File: src/rtl/braille_cell_scheduler.sv
// Round-robin front end that shares one serial braille-digit decoder among NREQ requesters.
// Latency: 7 cycles from the acceptance edge to out_valid; minimum 9 cycles per cell.
// Backpressure: the result is held in HOLD until out_ready; req_ready is only offered in IDLE.
module braille_cell_scheduler #(
  parameter int NREQ = 4,
  parameter int IDW  = 3
) (
  input  logic                CLK,
  input  logic                R,
  input  logic [NREQ-1:0]     req_valid,
  input  logic [6*NREQ-1:0]   req_cell,
  output logic [NREQ-1:0]     req_ready,
  output logic                dec_rst_n,
  output logic                dec_bit,
  input  logic [7:0]          dec_y,
  output logic                out_valid,
  input  logic                out_ready,
  output logic [7:0]          out_ascii,
  output logic [IDW-1:0]      out_id,
  output logic                out_err,
  output logic                busy
);

  typedef enum logic [1:0] {IDLE, DRST, SHIFT, HOLD} state_t;

  state_t          state;
  state_t          state_nxt;
  logic [2:0]      bit_cnt;
  logic [IDW-1:0]  rr_ptr;
  logic [IDW-1:0]  id_reg;
  logic [5:0]      shreg;
  logic            grant_any;
  logic [IDW-1:0]  grant_idx;
  logic [5:0]      grant_cell;

  // Round-robin pick: lowest requester above rr_ptr wins, else lowest at or below it.
  always_comb begin
    grant_any = 1'b0;
    grant_idx = '0;
    for (int i = NREQ - 1; i >= 0; i--) begin
      if (req_valid[i] && (IDW'(i) <= rr_ptr)) begin
        grant_any = 1'b1;
        grant_idx = IDW'(i);
      end
    end
    for (int i = NREQ - 1; i >= 0; i--) begin
      if (req_valid[i] && (IDW'(i) > rr_ptr)) begin
        grant_any = 1'b1;
        grant_idx = IDW'(i);
      end
    end
  end

  // Select the cell presented by the winning requester.
  always_comb begin
    grant_cell = '0;
    for (int i = 0; i < NREQ; i++) begin
      if (grant_idx == IDW'(i)) grant_cell = req_cell[6*i +: 6];
    end
  end

  // State register.
  always_ff @(posedge CLK or negedge R) begin
    if (!R) state <= IDLE;
    else    state <= state_nxt;
  end

  // Next-state logic: one DRST cycle, six SHIFT cycles, then HOLD until the consumer takes it.
  always_comb begin
    state_nxt = state;
    case (state)
      IDLE:    if (grant_any) state_nxt = DRST;
      DRST:    state_nxt = SHIFT;
      SHIFT:   if (bit_cnt == 3'd5) state_nxt = HOLD;
      HOLD:    if (out_ready) state_nxt = IDLE;
      default: state_nxt = IDLE;
    endcase
  end

  // Outputs; R gates the decoder reset and grant so both drop the instant reset asserts.
  always_comb begin
    req_ready = '0;
    dec_rst_n = 1'b0;
    dec_bit   = 1'b0;
    busy      = (state != IDLE);
    if (R) begin
      case (state)
        IDLE: begin
          dec_rst_n = 1'b1;
          for (int i = 0; i < NREQ; i++) begin
            req_ready[i] = grant_any && (grant_idx == IDW'(i));
          end
        end
        DRST:    dec_rst_n = 1'b0;
        SHIFT: begin
          dec_rst_n = 1'b1;
          dec_bit   = shreg[3'd5 - bit_cnt];
        end
        default: dec_rst_n = 1'b1;
      endcase
    end
  end

  // Datapath: latch the granted cell, count dots, capture the decoder result on dot6.
  always_ff @(posedge CLK or negedge R) begin
    if (!R) begin
      bit_cnt   <= 3'd0;
      rr_ptr    <= IDW'(NREQ - 1);
      id_reg    <= '0;
      shreg     <= '0;
      out_valid <= 1'b0;
      out_ascii <= 8'h00;
      out_id    <= '0;
      out_err   <= 1'b0;
    end else begin
      case (state)
        IDLE: begin
          if (grant_any) begin
            shreg  <= grant_cell;
            id_reg <= grant_idx;
            rr_ptr <= grant_idx;
          end
        end
        DRST: bit_cnt <= 3'd0;
        SHIFT: begin
          bit_cnt <= bit_cnt + 3'd1;
          if (bit_cnt == 3'd5) begin
            out_ascii <= dec_y;
            out_err   <= (dec_y == 8'h00);
            out_id    <= id_reg;
            out_valid <= 1'b1;
          end
        end
        HOLD: if (out_ready) out_valid <= 1'b0;
        default: ;
      endcase
    end
  end

endmodule
File: config.mk
export PLATFORM = sky130hd
export DESIGN_NAME = braille_cell_scheduler
export DESIGN_NICKNAME = d
export VERILOG_FILES = /design/src/rtl/braille_cell_scheduler.sv
export SDC_FILE = /design/constraint.sdc
export NUM_CORES = 1
export LEC_CHECK = 0
export CORE_ASPECT_RATIO = 0.9
export CORE_UTILIZATION = 49
export DETAILED_ROUTE_END_ITERATION = 16
export MAX_ROUTING_LAYER = met4
export PLACE_DENSITY = 0.88
export SLEW_MARGIN = 20
export SYNTH_ARGS = -nofsm -noshare
export SYNTH_HDL_FRONTEND = slang
export SYNTH_SLANG_ARGS = --single-unit
File: constraint.sdc
create_clock -name CLK -period 4.3 [get_ports CLK]
set_clock_uncertainty 0.1 [all_clocks]
set_input_delay 1.29 -clock CLK [delete_from_list [all_inputs] [get_ports CLK]]
set_output_delay 1.29 -clock CLK [all_outputs]
set_load 0.03 [all_outputs]
Word level (Yosys, flattened, before mapping)
Cells that the tools add are included.

storage, ports and cells
  flip-flop bits (word level) = 30
  word-level logic and storage cells = 88
  input port bits = 39
  output and inout bits = 20

operators by class
  magnitude comparators = 9
  reduce and logical (&&, ||, !) cells = 22
  muxes and demuxes = 36
  eq/ne operators = 10
  $add $sub $neg = 2

operators by type and width
  cell                                                           count
  2-to-1 mux 6 bit                                               4
  2-to-1 mux 3 bit                                               6
  2-to-1 mux 1 bit                                               15
  logical AND 1 bit                                              12
  2-to-1 mux 2 bit                                               5
  logical NOT 8 bit                                              1
  2-to-1 mux 4 bit                                               2
  one-hot mux 2 bit (4 select lines)                             1
  == test 3 x 2 -> 1 bit, second input constant                  2
  > comparator 1 x 3 -> 1 bit, first input constant              2
  > comparator 2 x 3 -> 1 bit, first input constant              2
  less-or-equal comparator 1 x 3 -> 1 bit, first input constant  2
  less-or-equal comparator 2 x 3 -> 1 bit, first input constant  2
  inequality test 2 bit, second input constant                   3
  one-hot mux 3 bit (2 select lines)                             1
  AND reduction 3 bit                                            2
  nonzero test 2 bit                                             3
  == test 2 bit, second input constant                           2
  < comparator 3 x 4 -> 1 bit, second input constant             1
  AND reduction 2 bit                                            2
  adder 3 x 1 -> 3 bit, second input constant                    1
  binary-select mux 1 bit (select 3 bit)                         1
  == test 3 x 1 -> 1 bit, second input constant                  1
  == test 3 bit, second input constant                           1
  other kinds (5)                                                5

Depth between registers and ports, before layout
Gate-level depths: netlist (run 1).

  depth in word-level cells = 15
  depth in mapped cells = 7

Worst setup path after synthesis (run 1)
Ideal clock, no wire load.

  kind = in2out
  from = input port req_valid[0]
  to = output port req_ready[3]
  path slack = 0.624 ns
  path buffers = 1
  data arrival time = 2.286 ns
  stages = 5
  cells stage by stage = buf_4 -> a21o_1 -> a21oi_1 -> o21a_1 -> and3_1

on the way
  longest elaborated chain between the ends = 10
  elaborated cells between the ends (all ways) = 16

RTL lines
  what                           RTL line  source
  start: declaration             10        input logic [NREQ-1:0] req_valid,
  logical AND 1 bit              41        if (req_valid[i] && (IDW'(i) <= rr_ptr)) begin
  2-to-1 mux 3 bit               41
  2-to-1 mux 3 bit (4 in a row)  47        if (req_valid[i] && (IDW'(i) > rr_ptr)) begin
  == test 3 x 2 -> 1 bit         91        req_ready[i] = grant_any && (grant_idx == IDW'(i));
  logical AND 1 bit *            91
  2-to-1 mux 4 bit *             87        case (state)
  2-to-1 mux 4 bit *             86        if (R) begin
  end: declaration               12        output logic [NREQ-1:0] req_ready,

Mark *: on every way between the ends. The rest lies on a longest branch, timed or not.

Final worst setup path (run 1)
  from = input port req_valid[1]
  to = output port req_ready[3]

on the way
  longest elaborated chain between the ends = 11
  elaborated cells between the ends (all ways) = 18

RTL lines
  what                           RTL line
  logical AND 1 bit              41
  2-to-1 mux 3 bit (2 in a row)  41
  2-to-1 mux 3 bit (4 in a row)  47
  == test 3 x 2 -> 1 bit         91
  logical AND 1 bit *            91
  2-to-1 mux 4 bit *             87
  2-to-1 mux 4 bit *             86

Marked as above.

==> impl_summary.md, run 1 <==
Hold path
For hold timing, the worst endpoint is id_reg[1]. The worst min-delay path startpoint is id_reg[1]. The worst hold-check path type is reg2reg. Along the worst hold path, the cell count comes to 1.

Detailed routing
The length of the first detailed-routing pass in iterations is 4. In the final routed layout, each cell accounts on average for ~16 microns. The total via count in the routed design is 1578.

The routed via count divided by cell count is between 5 and 6. The post-route DRC violation count is 0. In this run the remaining antenna-violating nets after routing total 0. The number of DRC markers in iteration 0 is 82.

After detailed routing, the total wire length is between 4000 and 5000 microns.

Clocking
The clock-pin slew on the worst setup and hold paths is 0.10 ns. The cell sitting at the root of the clock tree is a sky130_fd_sc_hd__clkbuf_8. The clock passes through at most 2 buffers. The number of H-tree levels is 1. The insertion delay to the later sink of the worst-skew pair is roughly 0.28 ns.

TritonCTS built the clock tree. Buffers added to address setup during post-CTS repair amount to 0. The clock sink total is 27. The TritonCTS buffer count is 3.

Floorplan
The floorplan step defined a die boundary enclosing between 3000 and 4000 sq um. The effective utilization at floorplan is approximately 54%. The number of placed I/O pins is just under 60. The area of the placeable core is approximately 3200 sq um. In this run the vertical extent of the chip is just under 60 microns. The number of core rows is 19. The die is roughly 64 microns wide.

Final layout
The register with the most flip-flops in the layout has 8 of them. The core utilization of the finished layout is 73.8%. The area growth from synthesis to layout is 37.6%. Ranked by flip-flop count, first place goes to out_ascii. The largest registers in the layout are out_ascii (8), shreg (6), bit_cnt (3).

The library cells used most frequently in the layout, excluding fill and tap cells, are 50 x sky130_fd_sc_hd__clkdlybuf4s50_1, 25 x sky130_fd_sc_hd__dfrtp_1, 15 x sky130_fd_sc_hd__nor2_1, 15 x sky130_fd_sc_hd__buf_4, 13 x sky130_fd_sc_hd__o21ai_0. The combined flip-flop and latch cell area is about 680 sq um. The library cell used most frequently in the layout, excluding fill and tap cells, is sky130_fd_sc_hd__clkdlybuf4s50_1. Excluding fillers, the count of instances in the completed layout stands at approximately 270.

The post-route netlist has 15.7% of its cells at a drive strength greater than 1. The post-layout net count is between 200 and 300. The area taken by multi-input logic gates is roughly 900 sq um. The number of filler instances in the final layout is roughly 230.

The number of antenna diodes in the final layout is 0. The post-layout instance area is approximately 2300 sq um.

Placement
Input and output buffers added on the ports amount to between 50 and 60. The number of placed instances with taps included is ~270. The final estimated routing congestion in global placement is 0.919.

Once detailed placement completed, the half-perimeter wirelength came to between 3000 and 4000 microns. OpenSTA, run right after detailed placement, puts the worst setup slack at ~0.011 ns. After detailed placement, the total cell area comes to 2280 sq um.

Synth
The number of distinct library cell variants in the gate-level netlist after synthesis is 40. The synthesized design contains 27 register bits. Counting every instance in the synthesized netlist gives 172. The synthesized netlist occupies a cell area of 1700 sq um. The post-synthesis net count is about 220. Summing the sequential cell areas from Yosys gives 40.0% of the chip area.

Dividing the synthesized area by the synthesized cell count gives roughly 9.9 sq um. After synthesis, the cell types taking the most area are sky130_fd_sc_hd__dfrtp_1 37%, sky130_fd_sc_hd__mux2_2 6.6%, sky130_fd_sc_hd__ha_1 5.2%. For this run, the number of Yosys warnings is 0.

The proportion of netlist area held by the largest area contributor is around 37%. The biggest area contributor in the post-synthesis netlist is sky130_fd_sc_hd__dfrtp_1.

Pwr
The power density over cell area is ~560 nW/um^2. The internal power component is 0.746 mW. Combinational cells account for between 50% and 60% of the total power.

The worst ir drop on vdd is between 0.0003 and 0.0004 V. Net switching is 43.3% of the power. Per report_power, the sequential group accounts for ~34% of the total. Total power for the finished layout comes to about 1.3 mW. The leakage power is 1.03 nW. The total net switching power is roughly 0.57 mW. The clock share of power is between 10% and 20%.

STA
The hold violation count in the final report is 0. The setup total negative slack is 0 ns. The minimum clock period after layout is 4.21 ns. Dividing the final minimum period by the clock period gives 98.0%.

Headroom to the max-slew limit came out at a little over three fifths. The maximum clock frequency is ~240 MHz. The minimum hold slack is slightly below 0.4 ns.

Setup repair after global routing left no endpoint under its margin. The measured slew at the worst slew-check pin is between 0.5 and 0.6 ns. The max-slew violation count is 0. The setup slack of the critical path after layout is around 0.086 ns.

The total setup violations reported at the end of the flow is 0.

Worst setup path
The startpoint class of the critical path is a primary input. The largest fanout of any net on the critical path is 5. The endpoint arrival time on the critical path is between 2 and 3 ns.

The classification of the worst setup path is in2out. Measured in cells, the most critical reg-to-reg path has a length of 4. The startpoint identified for the worst register-to-register timing path is state[0]. The worst setup path is captured at an output pin.

In this run the critical register-to-register path is captured at out_ascii[0]. The setup slack on the worst flop-to-flop path is 2.30 ns. The required time reported for the critical path endpoint is 2.91 ns.

Global routing
For this run, global-route usage on met1 was measured as ~33%. The first-pass GRT wire length is about 7400 microns. For this run, the total global-route usage over all layers was measured as 27.0%.

For this run the aggregate overflow at the end of global routing stands at 0. Entering global routing, the biggest net connects 23 pins. The number of global-route vias before repair is 1619. The met2 capacity usage during global routing is a little under half. Global routing consumed, on the met3 layer, under 10% of the routing resources. The number of antenna violations at the first check in global routing is 0. After global routing, the most crowded layer is met2.

Status
The flow ran to the end, and the final reports show no timing, DRC or antenna violations.

Flow run
Across the run, the number of max-cap violations was 0.
## routing by layer
layer | part of all wire, % | vias up
met5 | 0 | -
met4 | 1.7 | 0
met3 | 7.1 | 9
met2 | 49 | 71
met1 | 43 | 770
li1 | - | 728
## cell families (layout without fill, tap and decap cells)
group	Yosys count	after routing	share of synthesized area (%)
flops	27	27	40.0
compound gates	43	43	18.1
simple gates	58	58	18.5
buf+inv	20	78	7.08
fa+ha+maj	7	7	5.17
other cells	1	1	0.221
mux	16	16	10.9
## repair_timing
action	4_1_cts	5_1_grt
resized for setup	0	1
hold buffers	0	0
setup endpoints to repair	0	4
endpoints found under the hold margin	0	0
## power by group through the flow
| stage | combinational (mW) | sequential [mW] | clock, mW |
|---|---|---|---|
| floorplan | 0.453 | 0.464 | 0 |
| global placement | 0.677 | 0.441 | 0 |
| detailed placement | 0.707 | 0.450 | 0 |
| CTS | 0.712 | 0.447 | 0.159 |
| global route | 0.778 | 0.458 | 0.165 |
| finish | 0.712 | 0.450 | 0.155 |
## cell usage after synthesis
library cell / n
sky130_fd_sc_hd__conb_1: 1
sky130_fd_sc_hd__nor4_2: 1
sky130_fd_sc_hd__buf_6: 3
sky130_fd_sc_hd__nand2_1: 11
sky130_fd_sc_hd__and3_1: 4
sky130_fd_sc_hd__o221ai_4: 1
sky130_fd_sc_hd__a21oi_2: 1
sky130_fd_sc_hd__a221oi_1: 4
sky130_fd_sc_hd__a22o_1: 1
sky130_fd_sc_hd__a21oi_1: 5
sky130_fd_sc_hd__nor3_1: 1
sky130_fd_sc_hd__nor2b_1: 5
sky130_fd_sc_hd__inv_1: 8
sky130_fd_sc_hd__nor4b_1: 2
sky130_fd_sc_hd__o21ai_1: 2
sky130_fd_sc_hd__nor2_1: 15
sky130_fd_sc_hd__o21a_1: 2
sky130_fd_sc_hd__a21o_1: 4
sky130_fd_sc_hd__mux2i_1: 5
sky130_fd_sc_hd__nand3_1: 4
sky130_fd_sc_hd__nor2b_4: 1
sky130_fd_sc_hd__dfrtp_1: 25
sky130_fd_sc_hd__o21ai_0: 13
sky130_fd_sc_hd__and4_1: 1
sky130_fd_sc_hd__mux4_2: 1
sky130_fd_sc_hd__buf_4: 5
sky130_fd_sc_hd__a222oi_1: 1
sky130_fd_sc_hd__ha_1: 7
sky130_fd_sc_hd__a31oi_1: 3
sky130_fd_sc_hd__a32oi_1: 4
sky130_fd_sc_hd__clkbuf_1: 1
sky130_fd_sc_hd__o211a_1: 1
sky130_fd_sc_hd__dfstp_2: 2
sky130_fd_sc_hd__nand2b_1: 7
sky130_fd_sc_hd__nor4_1: 2
sky130_fd_sc_hd__a31o_1: 1
sky130_fd_sc_hd__and2_1: 3
sky130_fd_sc_hd__buf_2: 3
sky130_fd_sc_hd__nand3b_1: 1
sky130_fd_sc_hd__mux2_2: 10
## cell type report
cell class,instances,area share (%)
clock buffer,3,1.77
clock inverter,1,0.375
inverter,8,1.29
multi-input combinational,125,38.4
sequential,27,29.1
tap,42,2.25
timing repair buffer,66,26.8
## critical path, stage by stage
cell,delay [ns]
sky130_fd_sc_hd__clkdlybuf4s50_1,0.54
sky130_fd_sc_hd__buf_4,0.22
sky130_fd_sc_hd__a21o_1,0.15
sky130_fd_sc_hd__a21oi_1,0.14
sky130_fd_sc_hd__o21a_1,0.16
sky130_fd_sc_hd__and3_1,0.17
sky130_fd_sc_hd__buf_4,0.16
## worst max path at each step
stage | cells past startpoint | slack, ns | end | startpoint
after detailed placement | 6 | 0.01 | req_ready[2] | req_valid[3]
final | 7 | 0.09 | req_ready[3] | req_valid[1]
after global placement | 5 | 0.12 | req_ready[2] | req_valid[3]
after floorplan | 5 | 0.62 | req_ready[3] | req_valid[0]
after CTS | 6 | 0.007 | req_ready[2] | req_valid[3]
after global routing | 5 | 0.02 | req_ready[1] | req_valid[2]
No activity file was read; power rests on OpenSTA's default activity.
==> inputs of run 2 (changes only) <==
--- a/config.mk
+++ b/config.mk
@@ -8,6 +8,7 @@
 export CORE_ASPECT_RATIO = 0.9
 export CORE_UTILIZATION = 49
 export DETAILED_ROUTE_END_ITERATION = 16
+export GPL_TIMING_DRIVEN = 0
 export MAX_ROUTING_LAYER = met4
 export PLACE_DENSITY = 0.88
 export SLEW_MARGIN = 20
==> run 2 against run 1 <==
  * Utilization is 0.44 points higher
  * Sequential power is 7.3% lower
  * Count of clock-buffer cells in the layout stayed put
  * Worst hold slack worse by 0.0056 ns
  * Critical endpoint is now req_ready[1]
  * Largest cell class unchanged
  * Largest power group unchanged
==> impl_summary.md, run 2 (same netlist as run 1, synthesis figures left out) <==
Status
The run finished with clean final reports.

Pwr
The leakage power came to 1.03 nW (-0.22%). The total net switching power was 0.555 mW (-2.8%). The switching part of the total power is 42.4% (-0.96 points). The internal power component was 0.754 mW (+1.1%). The power density over cell area is 558 nW/um^2 (-1.2%). The worst ir drop on vdd is 0.000401 V (+6.1%). The portion of total power attributed to combinational logic is 56.5% (+2.4 points). The power share of the sequential group is 31.9% (-2.3 points). The clock share of power is 11.6% (-0.2 points). The post-route total power is 1.31 mW (-0.60%).

STA
The minimum clock period after layout was 4.20 ns (-0.0131 ns). The maximum clock frequency is 238 MHz (+0.31%). The minimum hold slack came to 0.382 ns (-0.00559 ns). Setup repair after global routing left no endpoint under its margin.

The total setup violations reported at the end of the flow is 0 (unchanged). The setup total negative slack is 0 ns (unchanged). The hold violation count in the final report is 0 (unchanged). The portion of the clock cycle consumed by the worst path in the final layout came to 97.7% (-0.30 points).

The max-slew violation count is 0 (unchanged).

Detailed routing
The total via count in the routed design is 1503 (-4.8%). The detailed-route wire length is 4030 microns (-8.2%). The routed via count divided by cell count was 5.51 (-5.1%).

The mean routed wirelength per cell is 14.8 microns (-8.6%). The length of the first detailed-routing pass in iterations is 5 (+1). The count of antenna-violating nets left after detailed routing is 0 (unchanged). The number of DRC markers in iteration 0 is 74 (-9.8%).

The post-route DRC violation count is 0 (unchanged).

Placement
The final estimated routing congestion in global placement is 0.836 (-9.0%). The HPWL after detailed placement is 3050 microns (-11%). The area of placed instances came to 2280 sq um (+0.11%). The count of input and output buffers is 54 (-5.3%).

Floorplan
The number of placed I/O pins is 59 (unchanged). The floorplan die area is 3700 sq um (unchanged). The number of core rows is 19 (unchanged). The die extent in y is 57.8 microns (unchanged). The effective utilization at floorplan is 53.6% (unchanged). The die width is 64.0 microns (unchanged). The area of the placeable core is 3160 sq um (unchanged).

Worst setup path
STA classifies the critical path endpoint as an output pin. In this design, the largest share of critical-path delay is due to buffers and inverters. The critical path is of the in2out type. The startpoint class of the critical path is a primary input.

The number of buffer and inverter stages on the critical path came to 4 (+1). Traced cell by cell, the critical path runs through dlygate4sd2_1, buf_6, nand3b_1, a31o_1, buf_2, and4_1, clkdlybuf4s15_2. The delay contributed by the slowest stage of the critical path is 0.31 ns (-0.23 ns). The endpoint arrival time on the critical path is 2.81 ns (about the same).

The largest fanout of any net on the critical path was 10 (+5). The cell type of the slowest stage on the worst timing path is sky130_fd_sc_hd__dlygate4sd2_1. The required time reported for the critical path endpoint is 2.91 ns (about the same).

Final layout
The share of post-route cells with drive strength above 1 is 16.0% (+0.37 points). The combined flip-flop and latch cell area was 678 sq um (unchanged). The post-layout instance area is 2350 sq um (+0.59%). The core utilization of the finished layout is 74.2% (+0.44 points). The post-layout net count is 278 (+0.36%). The number of filler instances in the final layout is 243 (+6.1%). The area taken by multi-input logic gates is 908 sq um (+1.3%). The number of diodes is 0 (unchanged). The register containing the most flip-flops in the final layout is out_ascii. The largest registers in the layout are out_ascii (8), shreg (6), bit_cnt (3). The top cell types in the final layout, fill and taps aside, are 48 x sky130_fd_sc_hd__clkdlybuf4s50_1, 25 x sky130_fd_sc_hd__dfrtp_1, 14 x sky130_fd_sc_hd__nor2_1, 13 x sky130_fd_sc_hd__o21ai_0, 11 x sky130_fd_sc_hd__nand2_1. The number of flip-flops in the largest register is 8 (unchanged).

The area growth from synthesis to final layout is 38.5%. The library cell used most frequently in the layout, excluding fill and tap cells, is sky130_fd_sc_hd__clkdlybuf4s50_1.

Global routing
The leftover overflow at the end of global routing was 0 (unchanged). The number of antenna violations at the first check in global routing is 0 (unchanged). The pin count of the biggest net entering global routing is 34 (+48%). The first-pass GRT wire length was 6800 microns (-7.7%).

The number of global-route vias before repair was 1525 (-5.8%). The total routing usage reported by global routing is 25.0% (-2.0 points).

Clocking
The insertion delay to the later sink of the worst-skew pair was 0.28 ns (about the same). The clock tree root buffer cell is sky130_fd_sc_hd__clkbuf_8. The clock sink total is 27 (unchanged). The TritonCTS buffer count is 3 (unchanged). The number of H-tree levels is 1 (unchanged). The hold-fix buffer count after cts came to 0 (unchanged). The largest buffer count on any clock path was 2 (unchanged). The clock-pin slew on the worst setup and hold paths came to 0.10 ns (about the same). The CTS tree is yes.

Hold path
The worst hold-check path type is reg2reg.

Flow run
The count of maximum capacitance violations is 0 (unchanged).
==> run 2: cell types whose count changed in the layout (fill, tap and decap cells not counted), sizes merged <==
| cell | before | now |
|---|---|---|
| dlymetal6s2s | 1 | 0 |
| clkdlybuf4s50 | 50 | 48 |
| clkbuf | 3 | 6 |
| clkdlybuf4s15 | 0 | 1 |
| dlygate4sd2 | 0 | 3 |
| buf | 15 | 12 |
==> run 2: what timing repair did <==
action                                  CTS  global route
endpoints found under the setup margin    4             3
hold endpoints to repair                  0             0
setup buffers                             1             0
pin swaps                                 1             1
gates resized for setup                   9             3
gates cloned                              0             0
==> run 2: cell type report <==
type	count	share of cell area [%]
Multi-Input combinational cell	125	38.7
Sequential cell	27	28.9
Timing Repair Buffer	55	22.9
Buffer	12	3.84
Tap cell	42	2.24
Clock buffer	3	1.76
Inverter	8	1.28
Clock inverter	1	0.373
==> run 2: through the flow <==
stage	std cells	setup WS (ns)
floorplan	172	0.624
global placement	268	-0.814
detailed placement	268	-0.503
CTS	273	0.0716
global route	273	0.0178
finish	273	0.0990
==> run 2: path summary, 6_finish.rpt <==
check                                  start      endpoint  slack (ns)  cells past startpoint
min in group asynchronous                  R      shreg[0]        0.86                      1
worst max register to register     rr_ptr[1]      shreg[4]        2.42                      6
worst min register to register     id_reg[1]     id_reg[1]        0.38                      1
max in group asynchronous                  R     rr_ptr[1]        2.91                      1
worst max-delay path            req_valid[3]  req_ready[1]         0.1                      7
worst min-delay path               id_reg[1]     id_reg[1]        0.38                      1
==> run 2: routing by layer <==
| metal | up-vias | track usage (%) | wire length (microns) | share of wire [%] |
|---|---|---|---|---|
| li1 | 733 | - | - | - |
| met5 | - | - | 0 | 0 |
| met4 | 0 | 6.17 | 34 | 0.84 |
| met1 | 710 | 32.4 | 1870 | 46 |
| met2 | 53 | 40.6 | 1920 | 48 |
| met3 | 7 | 4.53 | 207 | 5.1 |
==> run 2: power by group through the flow <==
stage | Sequential (mW) | Combinational, mW | Clock, mW
floorplan | 0.464 | 0.453 | 0
global placement | 0.418 | 0.712 | 0
detailed placement | 0.423 | 0.728 | 0
CTS | 0.418 | 0.737 | 0.157
global route | 0.430 | 0.825 | 0.163
finish | 0.417 | 0.740 | 0.151
==> inputs of run 3 (changes only) <==
--- a/config.mk
+++ b/config.mk
@@ -5,12 +5,15 @@
 export SDC_FILE = /design/constraint.sdc
 export NUM_CORES = 1
 export LEC_CHECK = 0
+export CELL_PAD_IN_SITES_DETAIL_PLACEMENT = 1
+export CELL_PAD_IN_SITES_GLOBAL_PLACEMENT = 1
 export CORE_ASPECT_RATIO = 0.9
-export CORE_UTILIZATION = 49
+export CORE_MARGIN = 2
+export CORE_UTILIZATION = 36
 export DETAILED_ROUTE_END_ITERATION = 16
 export GPL_TIMING_DRIVEN = 0
 export MAX_ROUTING_LAYER = met4
-export PLACE_DENSITY = 0.88
+export PLACE_DENSITY = 0.87
 export SLEW_MARGIN = 20
 export SYNTH_ARGS = -nofsm -noshare
 export SYNTH_HDL_FRONTEND = slang
==> constraint.sdc (replaced) <==
create_clock -name CLK -period 4.9 [get_ports CLK]
set_clock_uncertainty 0.1 [all_clocks]
set_input_delay 1.47 -clock CLK [delete_from_list [all_inputs] [get_ports CLK]]
set_output_delay 1.47 -clock CLK [all_outputs]
set_load 0.03 [all_outputs]
==> run 3 against run 2 <==
  * Sequential share of layout area shrank 0.14 points
  * First-iteration DRC count grew 31%
  * Sequential power decreased by 12%
  * Critical path type unchanged
==> impl_summary.md, run 3 (same netlist as run 1, synthesis figures left out) <==
Status
The flow ran to the end, and the final reports show no timing, DRC or antenna violations.

Clocking
The insertion delay to the later sink of the worst-skew pair is 0.28 ns (about the same). The largest buffer count on any clock path is 2 (unchanged). The CTS tree is yes.

The tree is rooted in a sky130_fd_sc_hd__clkbuf_8. The TritonCTS buffer count is 3 (unchanged). The clock-pin slew on the worst setup and hold paths is 0.10 ns (about the same). The number of H-tree levels is 1 (unchanged).

The hold-fix buffer count after cts is 0 (unchanged). The clock sink total is 27 (unchanged).

Final layout
The core utilization of the finished layout was 52.5% (-22 points). The post-layout net count is 277 (-0.36%). The register with the most flip-flops in the final layout is out_ascii. The number of diodes was 0 (unchanged).

The number of filler instances in the final layout was 523 (+120%). The area taken by multi-input logic gates is 906 sq um (-0.28%). The combined flip-flop and latch cell area is 678 sq um (unchanged). The share of post-route cells with drive strength above 1 came to 14.8% (-1.2 points). The post-layout instance area is 2360 sq um (+0.48%). In the final layout, the registers with the most flip-flops are out_ascii (8), shreg (6), bit_cnt (3).

In the layout the commonest cells are 49 x sky130_fd_sc_hd__clkdlybuf4s50_1, 25 x sky130_fd_sc_hd__dfrtp_1, 15 x sky130_fd_sc_hd__nor2_1, 13 x sky130_fd_sc_hd__o21ai_0, 11 x sky130_fd_sc_hd__nand2_1. The number of flip-flops in the largest register is 8 (unchanged). Relative to the synthesized area, the layout overhead comes to 39.1%. The number of non-filler instances in the completed layout is 292 (+7.0%).

The library cell used most frequently in the layout, excluding fill and tap cells, is sky130_fd_sc_hd__clkdlybuf4s50_1.

STA
Based on the critical path, the design can be clocked at up to a little over 200 MHz. The hold violation count in the final report came to 0 (unchanged). The minimum clock period after layout is 4.83 ns.

The max-slew violation count is 0 (unchanged). The setup total negative slack is 0 ns (unchanged). In the finished design, the share of the clock period the worst path needs comes to 98.6%. Setup repair after global routing left no endpoint under its margin.

For the pin with the worst max-slew slack, the measured transition is roughly 0.68 ns. The total setup violations reported at the end of the flow is 0 (unchanged). Headroom to the max-slew limit came out at between 50% and 60%. The setup slack of the critical path after layout was 0.0685 ns (-0.0305 ns).

Detailed routing
The post-route DRC violation count is 0 (unchanged). The total met3 wirelength after detailed routing was 157 microns (-24%). The length of the first detailed-routing pass in iterations came to 4 (-1).

The met1 wire length was 2270 microns (+21%). The count of antenna-violating nets left after detailed routing is 0 (unchanged). The routed via count divided by cell count is 5.16 (-6.3%).

The total via count in the routed design is 1507 (+0.27%). The routed wire length on met2 came to 2240 microns (+17%). The mean routed wirelength per cell is 16.0 microns (+8.7%).

In this run the top signal layer used is met4. The detailed-route wire length is 4690 microns (+16%). The number of DRC markers in iteration 0 came to 97 (+31%).

Placement
The number of placed instances with taps included was 288 (+7.5%). The count of input and output buffers came to 54 (unchanged). The final estimated routing congestion in global placement is 0.839 (+0.37%).

The area of placed instances came to 2310 sq um (+1.1%). The pre-CTS setup slack is -0.271 ns (+0.232 ns). The HPWL after detailed placement came to 3670 microns (+20%).

Global routing
The pin count of the biggest net entering global routing is 34 (unchanged). The number of antenna violations at the first check in global routing is 0 (unchanged). The first-pass GRT wire length is 7980 microns (+17%). The leftover overflow at the end of global routing is 0 (unchanged). The number of global-route vias before repair came to 1596 (+4.7%). The total routing usage reported by global routing is 19.2% (-5.8 points).

Floorplan
The area of the placeable core is 4490 sq um (+42%). The die extent in y is 69.1 microns (+20%). The number of core rows is 23 (+4). The die width is 76.3 microns (+19%). The effective utilization at floorplan came to 37.8% (-16 points). The floorplan die area is 5280 sq um (+43%). The number of placed I/O pins is 59 (unchanged).

Worst setup path
The largest fanout of any net on the critical path came to 10 (unchanged). In this run the critical register-to-register path is captured at out_id[0]. The endpoint arrival time on the critical path is 3.26 ns (+0.45 ns).

The required time reported for the critical path endpoint is 3.33 ns (+0.42 ns). STA classifies the critical path startpoint as a primary input. The delay contributed by the slowest stage of the critical path is 0.47 ns (+0.16 ns). Walking the worst path, the cells encountered are clkdlybuf4s50_1, buf_6, nor2b_1, o21ai_0, and3_1, and3_1, dlygate4sd2_1.

The reg-to-reg critical path startpoint is state[0]. The worst setup path is captured at an output pin. The count of cells along the worst register-to-register path is 6 (unchanged). The startpoint of the worst setup timing path is req_valid[3]. The slowest stage of the critical path is the sky130_fd_sc_hd__clkdlybuf4s50_1 cell. The most numerous cell type found on the critical path is sky130_fd_sc_hd__and3_1.

The worst setup path is of the in2out kind. The critical path ends at req_ready[2]. The setup slack on the worst flop-to-flop path is 2.92 ns (+0.50 ns).

Flow run
The count of maximum capacitance violations is 0 (unchanged).

Hold path
The worst min-delay path startpoint is id_reg[1]. The path class of the tightest hold or removal check is reg2reg.

Pwr
The worst ir drop on vdd was 0.000244 V (-39%). The leakage power is 1.03 nW (-0.25%). The power density over cell area came to 491 nW/um^2 (-12%).
-- run 3: cell count changes in the layout (fill, tap and decap cells not counted) --
cell                              delta
sky130_fd_sc_hd__nor2_2              -1
sky130_fd_sc_hd__nor2_1              +1
sky130_fd_sc_hd__buf_2               +1
sky130_fd_sc_hd__clkdlybuf4s15_2     -1
sky130_fd_sc_hd__buf_4               -1
sky130_fd_sc_hd__clkbuf_4            -1
sky130_fd_sc_hd__clkdlybuf4s50_1     +1
-- run 3: final cells by class --
class	instances	area share, %
well taps	62	3.29
inverters	8	1.27
plain buffers	12	3.82
clock inverters	1	0.371
repair buffers	54	22.3
clock buffers	3	1.75
flip-flops and latches	27	28.8
multi-input cells	125	38.4
-- run 3: report_power, final --
part	total, mW	switching (mW)	internal (mW)
combinational	0.653	0.369	0.284
clock	0.135	0.0756	0.0598
sequential	0.369	0.0550	0.314
total	1.16	0.500	0.657
-- run 3: what timing repair did --
item | 4_1_cts | 5_1_grt
buffers inserted | 0 | 0
resized for setup | 4 | 3
setup endpoints to repair | 4 | 4
-- run 3: through the flow --
stage	power, mW	hold WS, ns
after floorplan	0.804	0.346
after global placement	1.01	0.362
after detailed placement	1.03	0.374
after CTS	1.17	0.397
after global routing	1.25	0.424
final	1.16	0.390
-- run 3: how the worst min path moves through the flow --
stage / to / depth (start not counted)
final: id_reg[1] / 1
after global placement: out_err / 2
after global routing: id_reg[1] / 1
after CTS: id_reg[1] / 1
after floorplan: id_reg[1] / 1
after detailed placement: id_reg[1] / 1
-- run 3: critical path, delay by kind of cell --
kind | cells | cell delay, ns
buf+inv | 3 | 1.04
simple gates | 3 | 0.62
compound gates | 1 | 0.13
-- run 3: layer usage --
layer  track usage (%)  up-vias
met2              30.6       35
li1                  -      726
met4              2.63        0
met5                 -        -
met1              26.3      742
met3              3.40        4
